<file path="config.mk">
export PLATFORM = sky130hd
export DESIGN_NAME = wb_port_arbiter_flat
export DESIGN_NICKNAME = d
export VERILOG_FILES = /design/src/rtl/wb_arb_pkg.sv /design/src/rtl/wb_port_arbiter_if.sv /design/src/rtl/wb_pend_fifo.sv /design/src/rtl/wb_port_arbiter.sv /design/src/flat_wrapper.sv
export SDC_FILE = /design/constraint.sdc
export NUM_CORES = 1
export LEC_CHECK = 0
export CORE_ASPECT_RATIO = 0.5
export CORE_MARGIN = 10
export CORE_UTILIZATION = 51
export CTS_CLUSTER_SIZE = 28
export DETAILED_ROUTE_END_ITERATION = 7
export PLACE_DENSITY = 0.81
export SYNTH_ARGS = -nofsm -noshare
export SYNTH_HDL_FRONTEND = slang
export SYNTH_SLANG_ARGS = --single-unit
</file>
<file path="constraint.sdc">
create_clock -name clock_i -period 4.3 [get_ports clock_i]
set_input_delay 1.29 -clock clock_i [delete_from_list [all_inputs] [get_ports clock_i]]
set_output_delay 1.29 -clock clock_i [all_outputs]
set_load 0.01 [all_outputs]
</file>
<file path="src/rtl/wb_arb_pkg.sv">
// ---------------------------------------------------------------------------
// wb_arb_pkg
// Shared definitions for the writeback-port arbiter:
//   - writeback mux select encodings (ALU / MEM / LINK / mult-div)
//   - pending-result entry layout {valid, rd, data}
//   - REG_ZERO, the hard-wired zero register address
//   - helper to size the occupancy counter of a DEPTH-entry FIFO
// ---------------------------------------------------------------------------
package wb_arb_pkg;

    // Writeback mux select encodings. SEL_MD is never legal from the pipe.
    localparam logic [1:0] SEL_ALU  = 2'b00;
    localparam logic [1:0] SEL_MEM  = 2'b01;
    localparam logic [1:0] SEL_LINK = 2'b10;
    localparam logic [1:0] SEL_MD   = 2'b11;

    // Default datapath geometry of the MIPS core.
    localparam int PEND_NB_ADDR = 5;
    localparam int PEND_NB_DATA = 32;

    localparam logic [PEND_NB_ADDR-1:0] REG_ZERO = '0;

    // Pending late result at the default geometry. The FIFO re-declares the
    // same field order at its own parameter widths.
    typedef struct packed {
        logic                    valid;
        logic [PEND_NB_ADDR-1:0] rd;
        logic [PEND_NB_DATA-1:0] data;
    } pend_entry_t;

    // Bits needed to hold 0..depth.
    function automatic int cnt_width(input int depth);
        return $clog2(depth + 1);
    endfunction

endpackage

</file>
<file path="src/rtl/wb_port_arbiter_if.sv">
// ---------------------------------------------------------------------------
// wb_port_arbiter_if
// Bundles the pipeline writeback request, the mult/div result handshake and
// the register-file write port controls seen by wb_port_arbiter.
//   slave  : arbiter side (consumes requests, drives RF port / stall)
//   master : environment side (pipeline + mult/div unit + RF)
// Signals:
//   pipe_valid_i, pipe_we_i, pipe_rd_i, pipe_sel_i  MEM/WB write request
//   md_valid_i, md_rd_i, md_data_i / md_ready_o      late-result handshake
//   wb_sel_o, md_data_o, rf_we_o, rf_addr_o          RF write port
//   stall_o                                          freeze MEM/WB + upstream
//   pend_count_o                                     occupied FIFO entries
// ---------------------------------------------------------------------------
interface wb_port_arbiter_if #(
    parameter int NB_DATA = 32,
    parameter int NB_ADDR = 5,
    parameter int NB_SEL  = 2,
    parameter int DEPTH   = 2
);
    logic                         pipe_valid_i;
    logic                         pipe_we_i;
    logic [NB_ADDR-1:0]           pipe_rd_i;
    logic [NB_SEL-1:0]            pipe_sel_i;
    logic                         md_valid_i;
    logic [NB_ADDR-1:0]           md_rd_i;
    logic [NB_DATA-1:0]           md_data_i;
    logic                         md_ready_o;
    logic [NB_SEL-1:0]            wb_sel_o;
    logic [NB_DATA-1:0]           md_data_o;
    logic                         rf_we_o;
    logic [NB_ADDR-1:0]           rf_addr_o;
    logic                         stall_o;
    logic [$clog2(DEPTH+1)-1:0]   pend_count_o;

    modport slave (
        input  pipe_valid_i, pipe_we_i, pipe_rd_i, pipe_sel_i,
        input  md_valid_i, md_rd_i, md_data_i,
        output md_ready_o, wb_sel_o, md_data_o, rf_we_o, rf_addr_o,
        output stall_o, pend_count_o
    );

    modport master (
        output pipe_valid_i, pipe_we_i, pipe_rd_i, pipe_sel_i,
        output md_valid_i, md_rd_i, md_data_i,
        input  md_ready_o, wb_sel_o, md_data_o, rf_we_o, rf_addr_o,
        input  stall_o, pend_count_o
    );

endinterface

</file>
<file path="src/rtl/wb_pend_fifo.sv">
// ---------------------------------------------------------------------------
// wb_pend_fifo
// DEPTH-entry circular FIFO of pending mult/div results. Every entry carries
// a valid bit that can be cleared in place by the squash port, so a result
// overwritten by a younger pipeline write drains as a no-op instead of
// clobbering the newer value.
// Ports:
//   clock_i, reset_i (async, active-low)
//   push_i, push_rd_i, push_data_i     enqueue (caller guarantees not full)
//   pop_i                              dequeue head (ignored when empty)
//   head_valid_o, head_rd_o, head_data_o  current head entry
//   count_o                            occupied entries
//   squash_en_i, squash_rd_i           clear valid of entries with this rd,
//                                      including an entry pushed this cycle
// ---------------------------------------------------------------------------
module wb_pend_fifo
    import wb_arb_pkg::*;
#(
    parameter int NB_DATA = PEND_NB_DATA,
    parameter int NB_ADDR = PEND_NB_ADDR,
    parameter int DEPTH   = 2
) (
    input  logic                       clock_i,
    input  logic                       reset_i,
    input  logic                       push_i,
    input  logic [NB_ADDR-1:0]         push_rd_i,
    input  logic [NB_DATA-1:0]         push_data_i,
    input  logic                       pop_i,
    output logic                       head_valid_o,
    output logic [NB_ADDR-1:0]         head_rd_o,
    output logic [NB_DATA-1:0]         head_data_o,
    output logic [$clog2(DEPTH+1)-1:0] count_o,
    input  logic                       squash_en_i,
    input  logic [NB_ADDR-1:0]         squash_rd_i
);

    localparam int CNT_W = cnt_width(DEPTH);
    localparam int PTR_W = (DEPTH > 1) ? $clog2(DEPTH) : 1;

    typedef struct packed {
        logic               valid;
        logic [NB_ADDR-1:0] rd;
        logic [NB_DATA-1:0] data;
    } entry_t;

    entry_t             mem_q [DEPTH];
    logic [PTR_W-1:0]   wr_ptr_q, wr_ptr_d;
    logic [PTR_W-1:0]   rd_ptr_q, rd_ptr_d;
    logic [CNT_W-1:0]   count_q, count_d;
    logic               push_ok;
    logic               pop_ok;
    entry_t             push_entry;
    logic [DEPTH-1:0]   squash_hit;

    function automatic logic [PTR_W-1:0] ptr_inc(input logic [PTR_W-1:0] p);
        return (p == PTR_W'(DEPTH - 1)) ? '0 : p + 1'b1;
    endfunction

    assign push_ok = push_i & (count_q < CNT_W'(DEPTH));
    assign pop_ok  = pop_i & (count_q != '0);

    // A result pushed in the same cycle the pipe writes its rd is already stale.
    assign push_entry.valid = ~(squash_en_i && (push_rd_i == squash_rd_i));
    assign push_entry.rd    = push_rd_i;
    assign push_entry.data  = push_data_i;

    generate
        for (genvar gi = 0; gi < DEPTH; gi++) begin : g_squash
            assign squash_hit[gi] = squash_en_i && (mem_q[gi].rd == squash_rd_i);
        end
    endgenerate

    always_comb begin
        wr_ptr_d = push_ok ? ptr_inc(wr_ptr_q) : wr_ptr_q;
        rd_ptr_d = pop_ok  ? ptr_inc(rd_ptr_q) : rd_ptr_q;
        count_d  = count_q + CNT_W'(push_ok) - CNT_W'(pop_ok);
    end

    always_ff @(posedge clock_i or negedge reset_i) begin
        if (!reset_i) begin
            wr_ptr_q <= '0;
            rd_ptr_q <= '0;
            count_q  <= '0;
            for (int i = 0; i < DEPTH; i++) begin
                mem_q[i] <= '0;
            end
        end else begin
            wr_ptr_q <= wr_ptr_d;
            rd_ptr_q <= rd_ptr_d;
            count_q  <= count_d;
            for (int i = 0; i < DEPTH; i++) begin
                // A push only ever targets a free slot, so it never collides
                // with a squash of a live entry.
                if (push_ok && (wr_ptr_q == PTR_W'(i))) begin
                    mem_q[i] <= push_entry;
                end else if (squash_hit[i]) begin
                    mem_q[i].valid <= 1'b0;
                end
            end
        end
    end

    assign head_valid_o = mem_q[rd_ptr_q].valid;
    assign head_rd_o    = mem_q[rd_ptr_q].rd;
    assign head_data_o  = mem_q[rd_ptr_q].data;
    assign count_o      = count_q;

endmodule

</file>
<file path="src/rtl/wb_port_arbiter.sv">
// ---------------------------------------------------------------------------
// wb_port_arbiter
// Owns the single register-file write port at the end of the MIPS pipeline.
// Arbitrates between the in-order MEM/WB writeback and late mult/div results
// that wait in a small pending FIFO. If the pipe keeps winning while results
// are pending, a starvation counter forces a one-cycle stall to drain one.
// Ports:
//   clock_i        single clock
//   reset_i        asynchronous, active-low reset
//   bus (slave)    pipe request, md handshake, RF port controls, stall_o,
//                  pend_count_o (see wb_port_arbiter_if)
// Build option:
//   WB_ARB_BYPASS_EN  when defined, a result arriving with the FIFO empty, no
//                     pipe write and no stall is written in the same cycle
//                     instead of being queued.
// ---------------------------------------------------------------------------
module wb_port_arbiter
    import wb_arb_pkg::*;
#(
    parameter int NB_DATA      = 32,
    parameter int NB_ADDR      = 5,
    parameter int NB_SEL       = 2,
    parameter int DEPTH        = 2,
    parameter int STARVE_LIMIT = 4
) (
    input  logic              clock_i,
    input  logic              reset_i,
    wb_port_arbiter_if.slave  bus
);

    localparam int CNT_W = cnt_width(DEPTH);
    localparam int STV_W = $clog2(STARVE_LIMIT + 1);

    logic [CNT_W-1:0]   count;
    logic               head_valid;
    logic [NB_ADDR-1:0] head_rd;
    logic [NB_DATA-1:0] head_data;

    logic               pwr;
    logic               stall;
    logic               fifo_nonempty;
    logic               pop;
    logic               pipe_grant;
    logic               md_ready;
    logic               md_accept;
    logic               md_rd_nz;
    logic               bypass_hit;
    logic               push;

    logic [STV_W-1:0]   starve_q, starve_d;

    // ---------------------------------------------------------------- request
    assign pwr           = bus.pipe_valid_i & bus.pipe_we_i &
                           (bus.pipe_rd_i != NB_ADDR'(REG_ZERO));
    assign stall         = (starve_q == STV_W'(STARVE_LIMIT));
    assign fifo_nonempty = (count != '0);

    // Forced drain wins outright; otherwise the FIFO only gets idle cycles.
    assign pop        = stall | (~pwr & fifo_nonempty);
    assign pipe_grant = ~stall & pwr;

    // Ready comes from the registered count, so a pop frees a slot only
    // for the following cycle.
    assign md_ready  = (count < CNT_W'(DEPTH));
    assign md_accept = bus.md_valid_i & md_ready;
    assign md_rd_nz  = (bus.md_rd_i != NB_ADDR'(REG_ZERO));

`ifdef WB_ARB_BYPASS_EN
    assign bypass_hit = md_accept & md_rd_nz & ~fifo_nonempty & ~pwr & ~stall;
`else
    assign bypass_hit = 1'b0;
`endif

    // Results for r0 are acknowledged but dropped.
    assign push = md_accept & md_rd_nz & ~bypass_hit;

    wb_pend_fifo #(
        .NB_DATA (NB_DATA),
        .NB_ADDR (NB_ADDR),
        .DEPTH   (DEPTH)
    ) u_fifo (
        .clock_i      (clock_i),
        .reset_i      (reset_i),
        .push_i       (push),
        .push_rd_i    (bus.md_rd_i),
        .push_data_i  (bus.md_data_i),
        .pop_i        (pop),
        .head_valid_o (head_valid),
        .head_rd_o    (head_rd),
        .head_data_o  (head_data),
        .count_o      (count),
        .squash_en_i  (pipe_grant),
        .squash_rd_i  (bus.pipe_rd_i)
    );

    // ------------------------------------------------------ starvation count
    always_comb begin
        starve_d = starve_q;
        if (stall || pop || !fifo_nonempty) begin
            starve_d = '0;
        end else if (pipe_grant) begin
            starve_d = starve_q + 1'b1;
        end
    end

    always_ff @(posedge clock_i or negedge reset_i) begin
        if (!reset_i) begin
            starve_q <= '0;
        end else begin
            starve_q <= starve_d;
        end
    end

    // ------------------------------------------------------------ write port
    // Outputs are held idle while reset is asserted so a request still sitting
    // in MEM/WB cannot write during reset.
    always_comb begin
        bus.rf_we_o   = 1'b0;
        bus.wb_sel_o  = NB_SEL'(SEL_ALU);
        bus.rf_addr_o = '0;
        bus.md_data_o = '0;
        if (reset_i) begin
            if (pop) begin
                // A squashed head burns the slot as a no-op.
                if (head_valid) begin
                    bus.rf_we_o   = 1'b1;
                    bus.wb_sel_o  = NB_SEL'(SEL_MD);
                    bus.rf_addr_o = head_rd;
                    bus.md_data_o = head_data;
                end
            end else if (pwr) begin
                bus.rf_we_o   = 1'b1;
                bus.wb_sel_o  = bus.pipe_sel_i;
                bus.rf_addr_o = bus.pipe_rd_i;
            end else if (bypass_hit) begin
                bus.rf_we_o   = 1'b1;
                bus.wb_sel_o  = NB_SEL'(SEL_MD);
                bus.rf_addr_o = bus.md_rd_i;
                bus.md_data_o = bus.md_data_i;
            end
        end
    end

    assign bus.md_ready_o   = md_ready;
    assign bus.stall_o      = stall;
    assign bus.pend_count_o = count;

endmodule

</file>
<file path="src/flat_wrapper.sv">
// flat-port wrapper written by rule: the top's interface ports become plain ports
module wb_port_arbiter_flat import wb_arb_pkg::*;
#(
    parameter int NB_DATA      = 32,
    parameter int NB_ADDR      = 5,
    parameter int NB_SEL       = 2,
    parameter int DEPTH        = 2,
    parameter int STARVE_LIMIT = 4
)
  (clock_i, reset_i, bus_pipe_valid_i, bus_pipe_we_i, bus_pipe_rd_i, bus_pipe_sel_i, bus_md_valid_i, bus_md_rd_i, bus_md_data_i, bus_md_ready_o, bus_wb_sel_o, bus_md_data_o, bus_rf_we_o, bus_rf_addr_o, bus_stall_o, bus_pend_count_o);
  wb_port_arbiter_if #(.NB_DATA(NB_DATA), .NB_ADDR(NB_ADDR), .NB_SEL(NB_SEL), .DEPTH(DEPTH)) bus_i ();
  input  logic clock_i;
  input  logic reset_i;
  input wire logic [$bits(bus_i.pipe_valid_i)-1:0] bus_pipe_valid_i;
  input wire logic [$bits(bus_i.pipe_we_i)-1:0] bus_pipe_we_i;
  input wire logic [$bits(bus_i.pipe_rd_i)-1:0] bus_pipe_rd_i;
  input wire logic [$bits(bus_i.pipe_sel_i)-1:0] bus_pipe_sel_i;
  input wire logic [$bits(bus_i.md_valid_i)-1:0] bus_md_valid_i;
  input wire logic [$bits(bus_i.md_rd_i)-1:0] bus_md_rd_i;
  input wire logic [$bits(bus_i.md_data_i)-1:0] bus_md_data_i;
  output wire logic [$bits(bus_i.md_ready_o)-1:0] bus_md_ready_o;
  output wire logic [$bits(bus_i.wb_sel_o)-1:0] bus_wb_sel_o;
  output wire logic [$bits(bus_i.md_data_o)-1:0] bus_md_data_o;
  output wire logic [$bits(bus_i.rf_we_o)-1:0] bus_rf_we_o;
  output wire logic [$bits(bus_i.rf_addr_o)-1:0] bus_rf_addr_o;
  output wire logic [$bits(bus_i.stall_o)-1:0] bus_stall_o;
  output wire logic [$bits(bus_i.pend_count_o)-1:0] bus_pend_count_o;
  assign bus_i.pipe_valid_i = bus_pipe_valid_i;
  assign bus_i.pipe_we_i = bus_pipe_we_i;
  assign bus_i.pipe_rd_i = bus_pipe_rd_i;
  assign bus_i.pipe_sel_i = bus_pipe_sel_i;
  assign bus_i.md_valid_i = bus_md_valid_i;
  assign bus_i.md_rd_i = bus_md_rd_i;
  assign bus_i.md_data_i = bus_md_data_i;
  assign bus_md_ready_o = bus_i.md_ready_o;
  assign bus_wb_sel_o = bus_i.wb_sel_o;
  assign bus_md_data_o = bus_i.md_data_o;
  assign bus_rf_we_o = bus_i.rf_we_o;
  assign bus_rf_addr_o = bus_i.rf_addr_o;
  assign bus_stall_o = bus_i.stall_o;
  assign bus_pend_count_o = bus_i.pend_count_o;
  wb_port_arbiter #(.NB_DATA(NB_DATA), .NB_ADDR(NB_ADDR), .NB_SEL(NB_SEL), .DEPTH(DEPTH), .STARVE_LIMIT(STARVE_LIMIT)) u_core (.clock_i(clock_i), .reset_i(reset_i), .bus(bus_i));
endmodule
</file>
==> metrics.md, run 1 <==
| Metric | Value |
|---|---|
| Routed wire length | 10700 um |
| DPL Wire Length | 7250 um |
| Starting Density | 52.2% |
| Clock-pin slew on the worst setup and hold paths | 0.05 ns |
| Library cells used by synthesis | 37 |
| I/O pin cnt | 93 |
| Layout cells sized above 1 | 39.3% |
| Die Height | 83.9 um |
| Syn_area_per_cell | 12.0 um2 |
| Least-Margin Pin Slew | 0.812 ns |
| CP max stage cell | clkdlybuf4s50_1 |
| CP max FO | 4 |
| Final worst slack | 0.101 ns |
| Setup TNS | 0 ns |
| IO Port Bufs | 92 |
| Cts bufs inserted | 9 |
| Initial antenna violation count | 0 |
| Top post-synthesis cells by area | dfrtp_1, mux2_2, mux2i_1, nor2_1, xnor2_1 |
| Slew Viols, Final | 0 |
| H-tree Lvls | 3 |
| Residual DRC | 0 |
| DR WL/cell | 18.7 um |
| # nets final | 508 |
| Critical Path Start Type | primary input |
| GR peak layer | met2 |
| Core footprint | 7970 um2 |
| Largest net degree at the start of global routing | 66 |
| Clock latency on the worst-skew pair | 0.34 ns |
| Antenna Diode Count | 0 |
| Power Density | 699 nW/um2 |
| Lkg Pwr | 2.57 nW |
| Clk sinks | 83 |
| Crit path cell chain | clkdlybuf4s50_1 -> or2_4 -> or3_4 -> buf_6 -> a31oi_4 -> a21oi_1 -> buf_2 |
| Chip Width | 148 um |
| Async SR Flop Fraction | 100% |
| Vias per cell | 5.34 |
| Max-cap viol count | 0 |
| Synthesized Nets | 401 |
| Final Skew | 0.00657 ns |
| Synth area leader | dfrtp_1 |
| # hold bufs at CTS | 0 |
| Slowest Stage Delay on Critical Path | 0.43 ns |
| Met3 usage | 5.14% |
| Met2 GRT Util | 30.4% |
| Required @ worst endpoint | 3.01 ns |
| Die area | 12400 um2 |
| EDFF count, synth | 0 |
| Grt total ovfl | 0 |
| Headroom to the max-slew limit | 45.9% |
| Final ANT Viol Nets | 0 |
| Clock tree buffer depth | 2 |
| Post-Syn Area | 4160 um2 |
| Reg2reg setup slack | 2.41 ns |
| Hold WC Path Type | reg -> reg |
| Nature of the critical path endpoint | output pin |
| GRT Total Usage | 16.9% |
| Cells after Synth | 348 |
| Design Power | 3.95 mW |
| Pre-antenna DRT Iters | 4 |
| Commonest cells in the netlist | dfrtp_1, mux2_2, nor2_1, mux2i_1, nand2_1 |
| CTS tree | yes |
| Most common cell in the netlist | dfrtp_1 |
| Dpl ws | -0.388 ns |
| Max Clk Rate | 0.238 GHz |
| Std-Cell Rows | 23 |
| Gpl congestion | 0.912 |
| RSZ-0062 raised after global routing | no |
| DR iter-0 viols | 192 |
| Number of global-route vias before repair | 3311 |
| GRT met1 Usage | 18.7% |
| FF+latch count, synth | 83 |
| Yosys top cell area share | 49.9% |
| VDD IR-drop max | 0.389 mV |
| Worst Path Class, Setup | in -> out |
| Register area share after synthesis | 49.9% |
| Yosys warning total | 0 |
| Minimum clock period | 4.20 ns |
| Crit share post-route | 97.7% |
| WP data arrival | 2.91 ns |
| FILL cells | 552 |
| Status | finished clean |
| Ys flop type | dfrtp_1 |
| Final setup vio count | 0 |
| Synth-to-layout area growth | 35.8% |
| First-pass GRT wire length | 17100 um |
| Worst hold slack | 0.477 ns |
| Final hold vios | 0 |
| Root buf cell | clkbuf_16 |
| Vias | 3056 |
## layer usage
metal	up-vias	part of all wire, %
li1	1435	-
met1	1538	41
met2	65	53
met3	18	4.1
met4	0	1.7
met5	-	0
## what timing repair did
item,in CTS,in global routing
setup endpoints to repair,40,25
gates cloned,0,3
buffers inserted,2,0
pin swaps,2,3
endpoints found under the hold margin,0,0
resized for setup,158,28
## flip-flops by register name, indices dropped and copies added, names as in the netlist
register,count
u_core.u_fifo.mem_q,76
u_core.starve_q,3
u_core.u_fifo.count_o,2
u_core.u_fifo.rd_ptr_q,1
u_core.u_fifo.wr_ptr_q,1
## logic make-up (layout without fill, tap and decap cells)
kind of cell               Yosys count  after routing  synth area share (%)
muxes                              109            109                  28.5
adders and majority gates            4              4                  1.20
DFF                                 83             83                  49.9
buffers and inverters               29            141                  3.94
AOI/OAI and AO/OA                   26             26                  4.09
and+or+nand+nor                     79             79                  8.54
xor gates and xnor gates            18             18                  3.79
## power by group
group	internal (mW)	switching, mW
sequential	1.17	0.243
combinational	0.881	0.782
clock	0.572	0.298
## layout make-up
| class | count | area (um2) | share of cell area [%] |
|---|---|---|---|
| tap | 112 | 140 | 2.48 |
| multi-input combinational | 236 | 2050 | 36.3 |
| sequential | 83 | 2080 | 36.8 |
| inverter | 6 | 22.5 | 0.399 |
| clock inverter | 3 | 67.6 | 1.20 |
| timing repair buffer | 119 | 1010 | 17.9 |
| clock buffer | 13 | 280 | 4.96 |
## critical path: cells and delay by family
kind / cells / cell delay [ns]
buffers and inverters: 3 / 0.72
and+or+nand+nor: 2 / 0.67
AOI/OAI and AO/OA: 2 / 0.23
## path summary, 6_finish.rpt
| path | from | to | cells past startpoint |
|---|---|---|---|
| max in group asynchronous | reset_i | u_core.u_fifo.rd_ptr_q$_DFFE_PN0P_ | 2 |
| setup / recovery | bus_pipe_rd_i[0] | bus_wb_sel_o[1] | 7 |
| setup reg to reg | u_core.starve_q[0]$_DFFE_PN0P_ | u_core.u_fifo.count_o[1]$_DFF_PN0_ | 9 |
| hold / removal | u_core.starve_q[0]$_DFFE_PN0P_ | u_core.starve_q[0]$_DFFE_PN0P_ | 1 |
| hold reg to reg | u_core.starve_q[0]$_DFFE_PN0P_ | u_core.starve_q[0]$_DFFE_PN0P_ | 1 |
| min in group asynchronous | reset_i | u_core.u_fifo.mem_q[59]$_DFFE_PN0P_ | 2 |
## placed cells by master, fill, tap and decap left out, drive strengths merged, types with 4 or more instances in the layout
cell type,Yosys,final
dfrtp,83,83
mux2,75,75
buf,16,61
clkdlybuf4s50,0,48
nor2,35,35
mux2i,34,34
nand2,22,22
clkbuf,7,17
xnor2,11,11
xor2,7,7
o21ai,7,7
inv,6,6
a21oi,6,6
nor4,5,5
ha,4,4
nor3,4,4
nand3,4,4
## per-stage QoR
step,instance area (um2),std cells,util (%)
6_report,5650,572,70.9
5_1_grt,5650,572,70.9
4_1_cts,5530,569,69.3
3_5_place_dp,5290,551,66.3
3_3_place_gp,5290,551,66.3
2_1_floorplan,4160,348,-
No activity file was read; power rests on OpenSTA's default activity.
==> inputs of run 2 (changes only) <==
TNS_END_PERCENT = 10   (was unset)
==> metrics.md, run 2 (synthesis gave the netlist of run 1 again) <==
| Metric | Value |
|---|---|
| Status | finished clean |
| Multi-input gate area | 1980 um2 |
| Uppermost routed layer | met4 |
| Crit share post-route | 99.0% |
| Core footprint | 7970 um2 |
| Vias | 3028 |
| VDD IR-drop max | 0.368 mV |
| Routed wire length | 10100 um |
| Reg2reg end | u_core.u_fifo.count_o[1]$_DFF_PN0_ |
| Switch share | 32.4% |
| Initial antenna violation count | 0 |
| Max Clk Rate | 0.235 GHz |
| Met2 wire length | 5360 um |
| Residual DRC | 0 |
| Most common cell after layout, fill and taps aside | dfrtp_1 |
| Root buf cell | clkbuf_16 |
| Worst Path Class, Setup | in -> out |
| Biggest register | u_core.u_fifo.mem_q |
| WP data arrival | 2.97 ns |
| Headroom to the max-slew limit | 46.0% |
| First-pass GRT wire length | 17000 um |
| Minimum clock period | 4.26 ns |
| Hold WC Path Type | reg -> reg |
| IO Port Bufs | 92 |
| Number of global-route vias before repair | 3311 |
| Dpl ws | -0.388 ns |
| Logic pwr share | 40.4% |
| Std-Cell Rows | 23 |
| CP max FO | 4 |
| Met3 wire length | 385 um |
| Cts bufs inserted | 9 |
| Max-cap viol count | 0 |
| Final hold vios | 0 |
| Die Height | 83.9 um |
| Design Power | 3.84 mW |
| Required @ worst endpoint | 3.01 ns |
| Met1 WL | 4160 um |
| Die area | 12400 um2 |
| Vias per cell | 5.33 |
| Largest net degree at the start of global routing | 66 |
| # hold bufs at CTS | 0 |
| Final Skew | 0.00614 ns |
| Clock tree buffer depth | 2 |
| Reg2reg setup slack | 2.41 ns |
| Clk pwr share | 22.6% |
| Clock-pin slew on the worst setup and hold paths | 0.05 ns |
| Clk sinks | 83 |
| Final ANT Viol Nets | 0 |
| Lkg Pwr | 2.57 nW |
| I/O pin cnt | 93 |
| Internal power | 2.59 mW |
| Starting Density | 52.2% |
| Worst setup endpoint | bus_rf_we_o |
| Chip Width | 148 um |
| # nets final | 504 |
| FILL cells | 564 |
| RSZ-0062 raised after global routing | yes |
| Pre-antenna DRT Iters | 4 |
| R2r startpoint | u_core.starve_q[0]$_DFFE_PN0P_ |
| CTS tree | yes |
| Gpl congestion | 0.912 |
| Layout cells sized above 1 | 29.8% |
| Sw Pwr | 1.24 mW |
| Synth-to-layout area growth | 34.2% |
| Grt total ovfl | 0 |
| DR WL/cell | 17.7 um |
| Clock latency on the worst-skew pair | 0.34 ns |
| Most frequent cells in the layout | dfrtp_1, mux2_2, clkdlybuf4s50_1 |
| Critical path startpoint | bus_pipe_rd_i[3] |
| Number of flip-flops in the largest register | 76 |
| Register Area | 2080 um2 |
| Antenna Diode Count | 0 |
| Critical Path Start Type | primary input |
| Slew Viols, Final | 0 |
| Nature of the critical path endpoint | output pin |
| Final setup vio count | 0 |
| FF-to-FF path depth | 9 |
| Power Density | 687 nW/um2 |
| H-tree Lvls | 3 |
| DR iter-0 viols | 142 |
| GRT Total Usage | 16.8% |
| Final worst slack | 0.0422 ns |
| Reg power frac | 37.0% |
| DPL Wire Length | 7250 um |
| Least-Margin Pin Slew | 0.810 ns |
[run 2: cell type report]
type	count	area share [%]
Timing Repair Buffer	115	18.2
Sequential cell	83	37.2
Tap cell	112	2.51
Clock buffer	13	5.02
Multi-Input combinational cell	236	35.4
Inverter	6	0.403
Clock inverter	3	1.21
[run 2: power groups by stage]
stage,combinational (mW),clock [mW],sequential (mW)
floorplan,1.11,0,1.34
global placement,1.57,0,1.38
detailed placement,1.63,0,1.43
CTS,1.58,0.883,1.41
global route,1.70,0.922,1.46
finish,1.55,0.868,1.42
[run 2: critical path: stages]
cell and delay, ns:
clkdlybuf4s50_1 0.43, or3_4 0.38, or3_4 0.36, buf_6 0.13, a31oi_4 0.15, a31oi_1 0.07, buf_2 0.16
[run 2: routing by layer]
metal / up-vias / GRT usage (%)
met3: 18 / 5.14
met1: 1538 / 18.6
met5: - / 0
met2: 54 / 30.1
li1: 1418 / -
met4: 0 / 5.28
[run 2: repair_timing]
item / in CTS / in global routing
setup endpoints to repair: 40 / 36
buffers inserted: 1 / 0
resized for setup: 61 / 21
pin swaps: 2 / 1
[run 2: stage by stage]
step | utilization (%) | setup TNS [ns] | instance area [um2] | std cells | hold WS, ns
CTS | 70.5 | 0 | 5620 | 568 | 0.475
detailed placement | 66.3 | -13.62 | 5290 | 551 | 0.468
floorplan | - | 0 | 4160 | 348 | 0.443
global placement | 66.3 | -12.58 | 5290 | 551 | 0.445
global route | 70.0 | -0.0143 | 5580 | 568 | 0.486
finish | 70.0 | 0 | 5580 | 568 | 0.481
[run 2: worst min-delay path by stage]
| stage | from | cells after the start | to | slack [ns] |
|---|---|---|---|---|
| floorplan | u_core.starve_q[0]$_DFFE_PN0P_ | 1 | u_core.starve_q[0]$_DFFE_PN0P_ | 0.44 |
| global placement | u_core.starve_q[0]$_DFFE_PN0P_ | 1 | u_core.starve_q[0]$_DFFE_PN0P_ | 0.45 |
| detailed placement | u_core.starve_q[0]$_DFFE_PN0P_ | 1 | u_core.starve_q[0]$_DFFE_PN0P_ | 0.47 |
| CTS | u_core.starve_q[0]$_DFFE_PN0P_ | 1 | u_core.starve_q[0]$_DFFE_PN0P_ | 0.48 |
| global route | u_core.starve_q[0]$_DFFE_PN0P_ | 1 | u_core.starve_q[0]$_DFFE_PN0P_ | 0.49 |
| finish | u_core.starve_q[0]$_DFFE_PN0P_ | 1 | u_core.starve_q[0]$_DFFE_PN0P_ | 0.48 |
==> inputs of run 3 (changes only) <==
--- a/config.mk
+++ b/config.mk
@@ -9,5 +9,5 @@
 export CORE_MARGIN = 10
 export CORE_UTILIZATION = 51
-export CTS_CLUSTER_SIZE = 28
+export CTS_CLUSTER_SIZE = 10
 export DETAILED_ROUTE_END_ITERATION = 7
 export PLACE_DENSITY = 0.81
==> constraint.sdc (replaced) <==
create_clock -name clock_i -period 4.3 [get_ports clock_i]
set_input_delay 1.29 -clock clock_i [delete_from_list [all_inputs] [get_ports clock_i]]
set_output_delay 1.29 -clock clock_i [all_outputs]
set_load 0.005 [all_outputs]
==> metrics.md, run 3 (synthesis gave the netlist of run 1 again) <==
| Metric | Value |
|---|---|
| Root buf cell | clkbuf_16 |
| Die area | 12400 um2 |
| Crit share post-route | 101% |
| Clk sinks | 83 |
| Crit path cell chain | clkdlybuf4s50_1 -> or3_4 -> or3_4 -> nand3_4 -> a22oi_1 -> dlygate4sd2_1 |
| CP most frequent cell | or3_4 |
| Power Density | 671 nW/um2 |
| DR WL/cell | 18.1 um |
| Critical Path Start Type | primary input |
| Headroom to the max-slew limit | 47.1% |
| Antenna Diode Count | 0 |
| Most frequent cells in the layout | dfrtp_1, mux2_2, clkdlybuf4s50_1 |
| Core footprint | 7970 um2 |
| Final worst slack | -0.0255 ns |
| Critical path depth | 6 |
| Worst setup endpoint | bus_rf_addr_o[2] |
| Grt total ovfl | 0 |
| R2r startpoint | u_core.u_fifo.count_o[1]$_DFF_PN0_ |
| Pre-antenna DRT Iters | 6 |
| Reg2reg setup slack | 2.45 ns |
| Slowest Stage Delay on Critical Path | 0.44 ns |
| Layout cells sized above 1 | 31.6% |
| Largest delay share family, worst path | simple AND/OR/NAND/NOR gates |
| Worst hold slack | 0.461 ns |
| H-tree Lvls | 3 |
| Most common cell after layout, fill and taps aside | dfrtp_1 |
| Largest net degree at the start of global routing | 66 |
| Gpl congestion | 0.885 |
| # nets final | 503 |
| Std-Cell Rows | 23 |
| Final hold vios | 0 |
| Residual DRC | 0 |
| DR iter-0 viols | 163 |
| FILL cells | 578 |
| GRT Total Usage | 16.8% |
| Synth-to-layout area growth | 34.2% |
| Clock tree buffer depth | 2 |
| Final setup vio count | 1 |
| Required @ worst endpoint | 3.01 ns |
| First-pass GRT wire length | 16900 um |
| Slew Viols, Final | 0 |
| Chip Width | 148 um |
| Max Clk Rate | 0.231 GHz |
| VDD IR-drop max | 0.339 mV |
| Nature of the critical path endpoint | output pin |
| Max-cap viol count | 0 |
| Vias per cell | 5.37 |
| Worst Path Class, Setup | in -> out |
| Lkg Pwr | 2.52 nW |
| Register Area | 2080 um2 |
| IO Port Bufs | 92 |
| Die Height | 83.9 um |
| Hold WC Path Type | reg -> reg |
| Starting Density | 52.2% |
| Vias | 3042 |
| Status | finished, violations left |
| Clock latency on the worst-skew pair | 0.33 ns |
| Number of flip-flops in the largest register | 76 |
| Number of global-route vias before repair | 3341 |
| Failing checks | negative setup slack |
| CP max FO | 5 |
| Least-Margin Pin Slew | 0.793 ns |
| Critical path startpoint | bus_pipe_rd_i[2] |
| Clock-pin slew on the worst setup and hold paths | 0.05 ns |
| Design Power | 3.74 mW |
| Cts bufs inserted | 9 |
| CP bufs+invs | 2 |
| Multi-input gate area | 2000 um2 |
| Minimum clock period | 4.33 ns |
| RSZ-0062 raised after global routing | yes |
| Final ANT Viol Nets | 0 |
| FF-to-FF path depth | 4 |
| Initial antenna violation count | 0 |
| Biggest register | u_core.u_fifo.mem_q |
| I/O pin cnt | 93 |
| CP max stage cell | clkdlybuf4s50_1 |
| Final Skew | 0.00376 ns |
| Routed wire length | 10300 um |
| Reg2reg end | u_core.u_fifo.mem_q[60]$_DFFE_PN0P_ |
| CTS tree | yes |
| DPL Wire Length | 7240 um |
| WP data arrival | 3.04 ns |
-- run 3: metal layers --
| metal | global-route usage [%] | share of wire (%) | vias up |
|---|---|---|---|
| met2 | 31.5 | 54 | 72 |
| li1 | - | - | 1418 |
| met4 | 5.19 | 1.4 | 0 |
| met3 | 4.49 | 3.6 | 17 |
| met5 | 0 | 0 | - |
| met1 | 18.2 | 41 | 1535 |
-- run 3: how the worst min path moves through the flow --
stage                     slack (ns)                        endpoint  depth (start not counted)                      startpoint
after floorplan                 0.44  u_core.starve_q[0]$_DFFE_PN0P_                          1  u_core.starve_q[0]$_DFFE_PN0P_
after global placement          0.45  u_core.starve_q[0]$_DFFE_PN0P_                          1  u_core.starve_q[0]$_DFFE_PN0P_
after detailed placement        0.45  u_core.starve_q[0]$_DFFE_PN0P_                          1  u_core.starve_q[0]$_DFFE_PN0P_
after CTS                       0.46  u_core.starve_q[0]$_DFFE_PN0P_                          1  u_core.starve_q[0]$_DFFE_PN0P_
after global routing            0.47  u_core.starve_q[0]$_DFFE_PN0P_                          1  u_core.starve_q[0]$_DFFE_PN0P_
final                           0.46  u_core.starve_q[0]$_DFFE_PN0P_                          1  u_core.starve_q[0]$_DFFE_PN0P_
-- run 3: power by group --
part / internal, mW / total (mW) / switching [mW]
sequential: 1.17 / 1.40 / 0.229
clock: 0.495 / 0.785 / 0.291
combinational: 0.863 / 1.56 / 0.693
total: 2.53 / 3.74 / 1.21
-- run 3: repair_timing --
| action | in CTS | in global routing |
|---|---|---|
| pin swaps | 3 | 3 |
| resized for setup | 45 | 55 |
| setup buffers | 0 | 0 |
| hold buffers | 0 | 0 |
| setup endpoints to repair | 40 | 39 |
-- run 3: per-stage QoR --
stage / cell area (um2) / cells / setup slack (ns) / utilization, % / TNS (ns)
finish: 5580 / 567 / -0.0255 / 70.0 / -0.0255
detailed placement: 5290 / 551 / -0.372 / 66.3 / -12.96
global route: 5580 / 567 / -0.0532 / 70.0 / -0.286
global placement: 5290 / 551 / -0.312 / 66.3 / -11.20
floorplan: 4160 / 348 / 0.431 / - / 0
CTS: 5590 / 567 / -0.240 / 70.1 / -0.866
-- run 3: final cells by class --
type / count / share of cell area (%)
clock buffers: 12 / 4.77
multi-input cells: 236 / 35.8
flip-flops and latches: 83 / 37.2
repair buffers: 114 / 18.4
well taps: 112 / 2.51
inverters: 6 / 0.403
clock inverters: 4 / 0.852
